### src/rtl/tl_xing_arbiter_pkg.sv
`default_nettype none
// ============================================================================
// Module      : tl_xing_arbiter_pkg
// Description : Shared widths, requester count and tracker state encoding for
//               the two-requester TileLink crossing arbiter.
// Revision    : 1.0 - initial release
// ============================================================================
package tl_xing_arbiter_pkg;

    localparam int unsigned N_REQ    = 2;
    localparam int unsigned OPCODE_W = 3;
    localparam int unsigned ADDR_W   = 9;
    localparam int unsigned DATA_W   = 32;
    localparam int unsigned PARAM_W  = 2;
    localparam int unsigned SIZE_W   = 2;

    typedef enum logic [0:0] {
        IDLE = 1'b0,
        BUSY = 1'b1
    } trk_state_e;

endpackage
`default_nettype wire

### src/rtl/tl_xing_req_tracker.sv
`default_nettype none
// ============================================================================
// Module      : tl_xing_req_tracker
// Description : Per-requester outstanding tracker with saturating wait
//               counter and sticky timeout flag.
// Revision    : 1.0 - initial release
// ============================================================================
module tl_xing_req_tracker
    import tl_xing_arbiter_pkg::*;
#(
    parameter int unsigned TIMEOUT_CYCLES = 1023
) (
    input  logic clock,
    input  logic reset,
    input  logic a_fire,
    input  logic d_fire,
    input  logic err_clear,
    output logic busy,
    output logic err_timeout
);

    localparam logic [15:0] TIMEOUT_VAL = TIMEOUT_CYCLES[15:0];

    trk_state_e  state_q, state_d;
    logic [15:0] wait_cnt_q, wait_cnt_d;
    logic        timeout_q, timeout_d;
    logic        timeout_set;

    always_ff @(posedge clock) begin
        if (reset) begin
            state_q    <= IDLE;
            wait_cnt_q <= '0;
            timeout_q  <= 1'b0;
        end else begin
            state_q    <= state_d;
            wait_cnt_q <= wait_cnt_d;
            timeout_q  <= timeout_d;
        end
    end

    // The flag fires only on the increment that lands on the threshold, so a
    // counter parked at 0xFFFF cannot re-assert it after a clear.
    always_comb begin
        state_d     = state_q;
        wait_cnt_d  = wait_cnt_q;
        timeout_set = 1'b0;
        if (state_q == IDLE) begin
            if (a_fire) begin
                state_d    = BUSY;
                wait_cnt_d = '0;
            end
        end else begin
            if (wait_cnt_q != 16'hFFFF) begin
                wait_cnt_d  = wait_cnt_q + 16'd1;
                timeout_set = (wait_cnt_d == TIMEOUT_VAL);
            end
            if (d_fire) begin
                state_d = IDLE;
            end
        end
        timeout_d = timeout_set | (timeout_q & ~err_clear);
    end

    assign busy        = (state_q == BUSY);
    assign err_timeout = timeout_q;

endmodule
`default_nettype wire

### src/rtl/tl_xing_arbiter.sv
`default_nettype none
// ============================================================================
// Module      : tl_xing_arbiter
// Description : Round-robin arbiter merging two TileLink requesters onto one
//               async-crossing port, with D-channel routing and error flags.
// Revision    : 1.0 - initial release
// ============================================================================
module tl_xing_arbiter
    import tl_xing_arbiter_pkg::*;
#(
    parameter int unsigned TIMEOUT_CYCLES = 1023
) (
    input  logic                        clock,
    input  logic                        reset,
    input  logic [N_REQ-1:0]            req_a_valid,
    output logic [N_REQ-1:0]            req_a_ready,
    input  logic [N_REQ*OPCODE_W-1:0]   req_a_opcode,
    input  logic [N_REQ*ADDR_W-1:0]     req_a_address,
    input  logic [N_REQ*DATA_W-1:0]     req_a_data,
    output logic [N_REQ-1:0]            req_d_valid,
    input  logic [N_REQ-1:0]            req_d_ready,
    output logic [OPCODE_W-1:0]         req_d_opcode,
    output logic [PARAM_W-1:0]          req_d_param,
    output logic [SIZE_W-1:0]           req_d_size,
    output logic                        req_d_sink,
    output logic                        req_d_denied,
    output logic [DATA_W-1:0]           req_d_data,
    output logic                        req_d_corrupt,
    output logic                        out_a_valid,
    input  logic                        out_a_ready,
    output logic [OPCODE_W-1:0]         out_a_opcode,
    output logic [ADDR_W-1:0]           out_a_address,
    output logic [DATA_W-1:0]           out_a_data,
    output logic                        out_a_source,
    input  logic                        out_d_valid,
    output logic                        out_d_ready,
    input  logic [OPCODE_W-1:0]         out_d_opcode,
    input  logic [PARAM_W-1:0]          out_d_param,
    input  logic [SIZE_W-1:0]           out_d_size,
    input  logic                        out_d_source,
    input  logic                        out_d_sink,
    input  logic                        out_d_denied,
    input  logic [DATA_W-1:0]           out_d_data,
    input  logic                        out_d_corrupt,
    output logic [N_REQ-1:0]            err_timeout,
    output logic                        err_unexpected_d,
    input  logic                        err_clear
);

    logic [N_REQ-1:0] busy;
    logic [N_REQ-1:0] eligible;
    logic [N_REQ-1:0] d_fire;
    logic             grant;
    logic             a_fire;
    logic             d_tgt_busy;
    logic             ptr_q, ptr_d;
    logic             lock_q, lock_d;
    logic             lock_idx_q, lock_idx_d;
    logic             unexp_q, unexp_d;

    always_ff @(posedge clock) begin
        if (reset) begin
            ptr_q      <= 1'b0;
            lock_q     <= 1'b0;
            lock_idx_q <= 1'b0;
            unexp_q    <= 1'b0;
        end else begin
            ptr_q      <= ptr_d;
            lock_q     <= lock_d;
            lock_idx_q <= lock_idx_d;
            unexp_q    <= unexp_d;
        end
    end

    // A-side: a stalled offer keeps its grant even if the holder drops valid.
    always_comb begin
        eligible = req_a_valid & ~busy;
        grant    = ptr_q;
        if (lock_q) begin
            grant = lock_idx_q;
        end else if (eligible[ptr_q]) begin
            grant = ptr_q;
        end else if (eligible[~ptr_q]) begin
            grant = ~ptr_q;
        end
        out_a_valid   = ~reset & (lock_q | (|eligible));
        a_fire        = out_a_valid & out_a_ready;
        req_a_ready   = a_fire ? (grant ? 2'b10 : 2'b01) : 2'b00;
        out_a_source  = grant;
        out_a_opcode  = grant ? req_a_opcode[OPCODE_W +: OPCODE_W] : req_a_opcode[0 +: OPCODE_W];
        out_a_address = grant ? req_a_address[ADDR_W +: ADDR_W]    : req_a_address[0 +: ADDR_W];
        out_a_data    = grant ? req_a_data[DATA_W +: DATA_W]       : req_a_data[0 +: DATA_W];
        lock_d        = out_a_valid & ~out_a_ready;
        lock_idx_d    = grant;
        ptr_d         = a_fire ? ~grant : ptr_q;
    end

    // D-side: beats for an idle tracker are swallowed and flagged.
    always_comb begin
        d_tgt_busy  = busy[out_d_source];
        out_d_ready = reset | ~d_tgt_busy | req_d_ready[out_d_source];
        if (reset | ~out_d_valid | ~d_tgt_busy) begin
            req_d_valid = 2'b00;
        end else begin
            req_d_valid = out_d_source ? 2'b10 : 2'b01;
        end
        d_fire  = out_d_ready ? req_d_valid : 2'b00;
        unexp_d = (out_d_valid & ~d_tgt_busy) | (unexp_q & ~err_clear);
    end

    assign req_d_opcode     = out_d_opcode;
    assign req_d_param      = out_d_param;
    assign req_d_size       = out_d_size;
    assign req_d_sink       = out_d_sink;
    assign req_d_denied     = out_d_denied;
    assign req_d_data       = out_d_data;
    assign req_d_corrupt    = out_d_corrupt;
    assign err_unexpected_d = unexp_q;

    generate
        for (genvar gi = 0; gi < N_REQ; gi++) begin : g_trk
            tl_xing_req_tracker #(
                .TIMEOUT_CYCLES (TIMEOUT_CYCLES)
            ) u_trk (
                .clock       (clock),
                .reset       (reset),
                .a_fire      (req_a_ready[gi]),
                .d_fire      (d_fire[gi]),
                .err_clear   (err_clear),
                .busy        (busy[gi]),
                .err_timeout (err_timeout[gi])
            );
        end
    endgenerate

endmodule
`default_nettype wire

### config.mk
export PLATFORM = sky130hd
export DESIGN_NAME = tl_xing_arbiter
export DESIGN_NICKNAME = d
export VERILOG_FILES = /design/src/rtl/tl_xing_arbiter_pkg.sv /design/src/rtl/tl_xing_req_tracker.sv /design/src/rtl/tl_xing_arbiter.sv
export SDC_FILE = /design/constraint.sdc
export NUM_CORES = 1
export LEC_CHECK = 0
export CAP_MARGIN = 20
export CORE_MARGIN = 4
export CORE_UTILIZATION = 38
export DETAILED_ROUTE_END_ITERATION = 10
export PLACE_DENSITY = 0.85
export RECOVER_POWER = 25
export SLEW_MARGIN = 5
export SYNTH_ARGS = -nofsm -noshare
export SYNTH_HDL_FRONTEND = slang
export SYNTH_SLANG_ARGS = --single-unit
### constraint.sdc
create_clock -name clock -period 6.95 [get_ports clock]
set_input_delay 1.39 -clock clock [delete_from_list [all_inputs] [get_ports clock]]
set_output_delay 1.39 -clock clock [all_outputs]
set_load 0.05 [all_outputs]
==> metrics.yaml <==
h-tree-depth: 2
start_util: 0.397
cap_violations: 0
die_w_um: 101
layout_worst_path_cycle_share: 0.854
synth_cells: 414
drt-met1-wl_mm: 4.38
grt_max_degree: 50
min_period_ps: 5940
clock-sinks: 40
viasPerCell: 5.46
slowest_stage: "clkbuf_1"
holdWs_ps: 472
wire_per_inst_um: 17.7
path_class: "in -> out"
run_status: "finished clean"
antennaDiodeCount: 0
met2_length_mm: 5.46
slew_headroom: 0.0856
first_iter_violations: 163
drc: 0
ios: 236
clkTransAtPathRegs_ps: 70
cts_root_buf: "clkbuf_8"
place_congestion: 0.885
synth_edf_count: 0
fillers: 746
antenna_found_initial: 0
finClkSkew_ps: 7.59
r2r_cells: 8
power_uw: 749
rsz0062_at_grt: "false"
syn_avg_cell_area_um2: 8.00
layout_commonest_cell: "clkdlybuf4s50_1"
grt_pass1_vias: 3152
cellLeakagePower_uw: 0.00155
ant_nets: 0
die_area_mm2: 0.0103
num_vias: 3333
fmax_mhz: 168
synth_fp_nets: 558
holdBufCountCts: 0
core_area_mm2: 0.00834
grtUsageTotal: 0.194
cts_tree: "done"
dr.pass1.iters: 4
numCtsBuffers: 5
yosysUniqueCellTypes: 58
final_cell_mix: "clkdlybuf4s50_1 (149), mux2_2 (44), nor2_1 (41)"
rows: 33
worstHoldPathType: "reg -> reg"
worst_slew_pin_slew_ps: 1370
clockBufferDepth: 2
grt_pass1_wl_mm: 16.0
hold_violations: 0
drive_above_1_share: 0.129
nets: 649
clock_latency_ps: 290
finalSetupTns_ps: 0
power_density_mw_per_mm2: 163
ys_ff_latch: 40
die_y_um: 101
yosysWarnings: 0
end_kind: "primary output"
wirelength_mm: 10.8
whs_path_depth: 2
netlist_area_mm2: 0.00331
highest_layer: "met4"
max_stage_delay_ps: 990
synthFlopType: "dfxtp_1"
max-vdd-ir-drop_v: 0.000108
crit_top_cell: "clkdlybuf4s50_1"
crit_arrival_ps: 4550
syn_to_final_growth_pct: 38.4
ctsResizeCount: 0
place_hpwl_mm: 8.55
finalMaxSlewViolations: 0
async_reset_ff_frac: 0
setup_viol: 0
overflow: 0
cp.required_ps: 5560
seq_area_frac_synth: 0.242
cts_setup_buffers: 0
crit_fanout: 30
start_kind: "input pin"
met3_length_um: 769
io_buffer_count: 151
cp_cell_sequence: "clkdlybuf4s50_1 > clkbuf_1 > inv_1 > o311ai_2 > nor2_1 > clkdlybuf4s50_1"
[layer usage]
metal / up-vias / global-route usage
met5: - / 0
met4: 0 / 0.0624
met3: 33 / 0.0482
met2: 121 / 0.325
met1: 1540 / 0.244
li1: 1639 / -
[cells by family (layout without fill, tap and decap cells)]
family,after synthesis,count (layout),synth area share
DFF,40,40,0.242
AOI/OAI and AO/OA,97,97,0.188
xor gates and xnor gates,9,9,0.0238
adders and majority gates,5,5,0.0185
muxes,47,47,0.162
buffers and inverters,80,171,0.152
and+or+nand+nor,136,136,0.213
[sequential cells by signal (all words and copies together) (netlist names)]
signal	flops
ptr_q	1
g_trk.u_trk.err_timeout	2
lock_q	1
err_unexpected_d	1
g_trk.u_trk.wait_cnt_q	32
lock_idx_q	1
g_trk.u_trk.busy	2
[final cells by class]
class                   count  area [um2]  area share
clock inverters             1        5.00     0.00109
repair buffers            155        1530       0.335
well taps                 105         131      0.0287
flip-flops and latches     40         801       0.175
clock buffers               6        72.6      0.0158
multi-input cells         294        2010       0.438
inverters                   9        33.8     0.00737
[synth_stat cells, types with 4 or more instances]
master	instances	area share
xnor2_1	6	0.016
nor3_1	5	0.0076
nand2b_1	4	0.0076
mux2_2	44	0.15
o21ai_0	17	0.026
a31oi_1	5	0.0094
a21oi_1	25	0.038
a311oi_1	7	0.019
inv_1	8	0.0091
nand3_1	16	0.024
nor2b_1	7	0.013
o31ai_1	6	0.014
buf_2	12	0.018
a211oi_1	4	0.0091
clkbuf_1	8	0.0091
buf_4	48	0.11
ha_1	4	0.015
or3_1	6	0.011
nand4_1	9	0.017
dfxtp_1	40	0.24
o21ai_1	13	0.020
nand2_1	22	0.025
and2_1	6	0.011
nor2_1	41	0.046
[power by group]
group	switching, uW	total, uW	internal (uW)
logic	207	361	154
registers	5.94	239	233
clock network	80.6	149	68.4
total	294	749	455
[worst max-delay path, delay by kind of cell]
family	cells	cell delay [ps]
and+or+nand+nor	1	210
AOI/OAI and AO/OA	1	290
buffers and inverters	4	2630
[worst paths after layout]
kind / start / slack (ps) / endpoint
setup / recovery: reset / 1010 / req_a_ready[0]
hold / removal: g_trk[1].u_trk.err_timeout$_SDFF_PP0_ / 470 / g_trk[1].u_trk.err_timeout$_SDFF_PP0_
setup reg to reg: g_trk[1].u_trk.busy$_SDFF_PP0_ / 4120 / g_trk[0].u_trk.wait_cnt_q[3]$_SDFFE_PP0P_
hold reg to reg: g_trk[1].u_trk.err_timeout$_SDFF_PP0_ / 470 / g_trk[1].u_trk.err_timeout$_SDFF_PP0_
[through the flow]
stage / cell area (um2) / utilization / setup WS [ps] / instances
2_1_floorplan: 3310 / - / 2330 / 414
3_3_place_gp: 4510 / 0.540 / 1380 / 602
3_5_place_dp: 4510 / 0.540 / 1330 / 602
4_1_cts: 4580 / 0.550 / 1330 / 609
5_1_grt: 4580 / 0.550 / 843 / 610
6_report: 4580 / 0.550 / 1010 / 610
(Power assumes the default switching activity.)
==> RTL change (same flow settings) <==
Set the package constant `OPCODE_W` to 4 (it was 3).
--- a/src/rtl/tl_xing_arbiter_pkg.sv
+++ b/src/rtl/tl_xing_arbiter_pkg.sv
@@ -8,7 +8,7 @@
 package tl_xing_arbiter_pkg;
 
     localparam int unsigned N_REQ    = 2;
-    localparam int unsigned OPCODE_W = 3;
+    localparam int unsigned OPCODE_W = 4;
     localparam int unsigned ADDR_W   = 9;
     localparam int unsigned DATA_W   = 32;
     localparam int unsigned PARAM_W  = 2;
Ports: changed (resized out_a_opcode, out_d_opcode, req_a_opcode and req_d_opcode); port bits go from 236 to 241. No check against the original RTL was run, so the function may have changed too.
==> RTL change against the unedited design <==
- sequential cell count stayed put
- sequential share of layout area down 1.2 points
- routed wire length increased by 20%
- final area rose by 7.2%
- global-route usage is 2.6 points higher
- synthesized area grew 8.7%
- worst setup slack better by 0.26 ns
- hold slack improved by 0.017 ns
- largest cell class unchanged
- utilization down 1.8 points
- power grew 8.3%
- critical endpoint unchanged
==> RTL change: results (changes against the unedited design) <==
[metrics] Clock Skews: 0.0169 ns (+0.00929 ns)
[metrics] DP HPWL: 10500 µm (+23%)
[metrics] overall fraction of global-route tracks in use: 22.0% (+2.6 points)
[metrics] Commonest cells post-synth: sky130_fd_sc_hd__buf_4, sky130_fd_sc_hd__dfxtp_1, sky130_fd_sc_hd__nand2_1, sky130_fd_sc_hd__mux2_2, sky130_fd_sc_hd__o21ai_0
[metrics] maximum number of pins on one net before global-route repair: 52 (+4.0%)
[metrics] number of global-route vias before repair: 3626 (+15%)
[metrics] adder-cell share of the synthesized area: 1.70% (-0.15 points)
[metrics] via density per instance: 5.60 (+2.6%)
[metrics] start of the worst register-to-register path: g_trk[0].u_trk.busy
[metrics] inverter count: 14 (+5)
[metrics] IO buf count: 154 (+2.0%)
[metrics] final core utilization: 53.2% (-1.8 points)
[metrics] fraction of layout cells with a size suffix above 1: 12.6% (-0.25 points)
[metrics] peak ir drop on the vdd network: 0.0000830 V (-23%)
[metrics] synthesized cell area: 0.00360 mm² (+8.7%)
[metrics] Wirelength per Cell: 19.9 µm (+12%)
[metrics] endpoint of the worst register-to-register path: g_trk[1].u_trk.wait_cnt_q[4]
[metrics] Leak: 1.75 nW (+13%)
[metrics] area of combinational cells with multiple inputs: 0.00223 mm² (+11%)
[metrics] non-clock buffer contribution to total cell area: 31.5% (-1.9 points)
[metrics] CP peak stage delay: 0.86 ns (-0.13 ns)
[metrics] Detailed Routing Iterations Pass 1: 5 (+1)
[metrics] register area share after synthesis: 22.3% (-1.9 points)
[metrics] part of the total power dissipated in combinational logic: 45.6% (-2.6 points)
[metrics] Net Count, Synth: 583 (+4.5%)
[metrics] Crit-path slowest cell: sky130_fd_sc_hd__clkdlybuf4s50_1
[metrics] internal power consumption: 505 µW (+11%)
[metrics] share of cell area taken by muxes after synthesis: 16.2% (about the same)
[metrics] outcome: finished clean
[metrics] last weighted congestion value of the routability-driven placer: 0.918 (+3.8%)
[metrics] # clk buffers: 5 (-1)
[metrics] number of antenna violations at the first check in global routing: 2 (+2)
[metrics] clock-cell share of area: 2.37% (+0.68 points)
[metrics] Layout Nets: 669 (+3.1%)
[metrics] compound-cell area share of the yosys netlist: 18.9% (+0.10 points)
[metrics] Clock Latency Late Sink: 0.31 ns (+0.02 ns)
[metrics] number of diodes added for antenna fixing: 2 (+2)
[metrics] worst-path maximum fanout: 51 (+70%)
[metrics] actual slew at the worst max-slew pin: 1.06 ns (-0.311 ns)
[metrics] area post-placement: 0.00479 mm² (+6.4%)
[metrics] starting DRC count in detailed routing: 254 (+56%)
[metrics] worst r2r path cells: 5 (-3)
[metrics] multi-input gate count: 306 (+4.1%)
[metrics] minimum setup slack among reg-to-reg paths: 3.91 ns (-0.21 ns)
[metrics] cell family contributing the most delay on the critical path: buffers and inverters
[metrics] largest cells by area after synthesis: sky130_fd_sc_hd__dfxtp_1, sky130_fd_sc_hd__buf_4, sky130_fd_sc_hd__mux2_2, sky130_fd_sc_hd__mux2_4, sky130_fd_sc_hd__nand2_1
[metrics] first-pass GRT wire length: 19300 µm (+21%)
-- RTL change: worst max-delay path by stage --
stage | startpoint | to | slack (ns) | depth (start not counted)
finish | req_a_valid[0] | req_a_ready[0] | 1.27 | 7
global route | req_a_valid[0] | req_a_ready[0] | 1.09 | 7
CTS | req_a_valid[0] | req_a_ready[0] | 1.26 | 7
detailed placement | req_a_valid[0] | req_a_ready[0] | 1.27 | 7
global placement | req_a_valid[0] | req_a_ready[0] | 1.38 | 7
floorplan | reset | req_d_valid[0] | 2.75 | 3
-- RTL change: routing by layer --
metal / GRT usage (%) / share of wire [%]
met5: 0 / 0
met4: 8.34 / 2.5
met1: 22.4 / 34
met2: 42.7 / 57
met3: 5.27 / 6.8
-- RTL change: through the flow --
stage                     instances  setup WS, ns  hold slack (ns)
after floorplan                 436          2.75            0.426
after global placement          644          1.38            0.453
after detailed placement        644          1.27            0.465
after CTS                       652          1.26            0.486
after global routing            654          1.09            0.491
final                           654          1.27            0.489
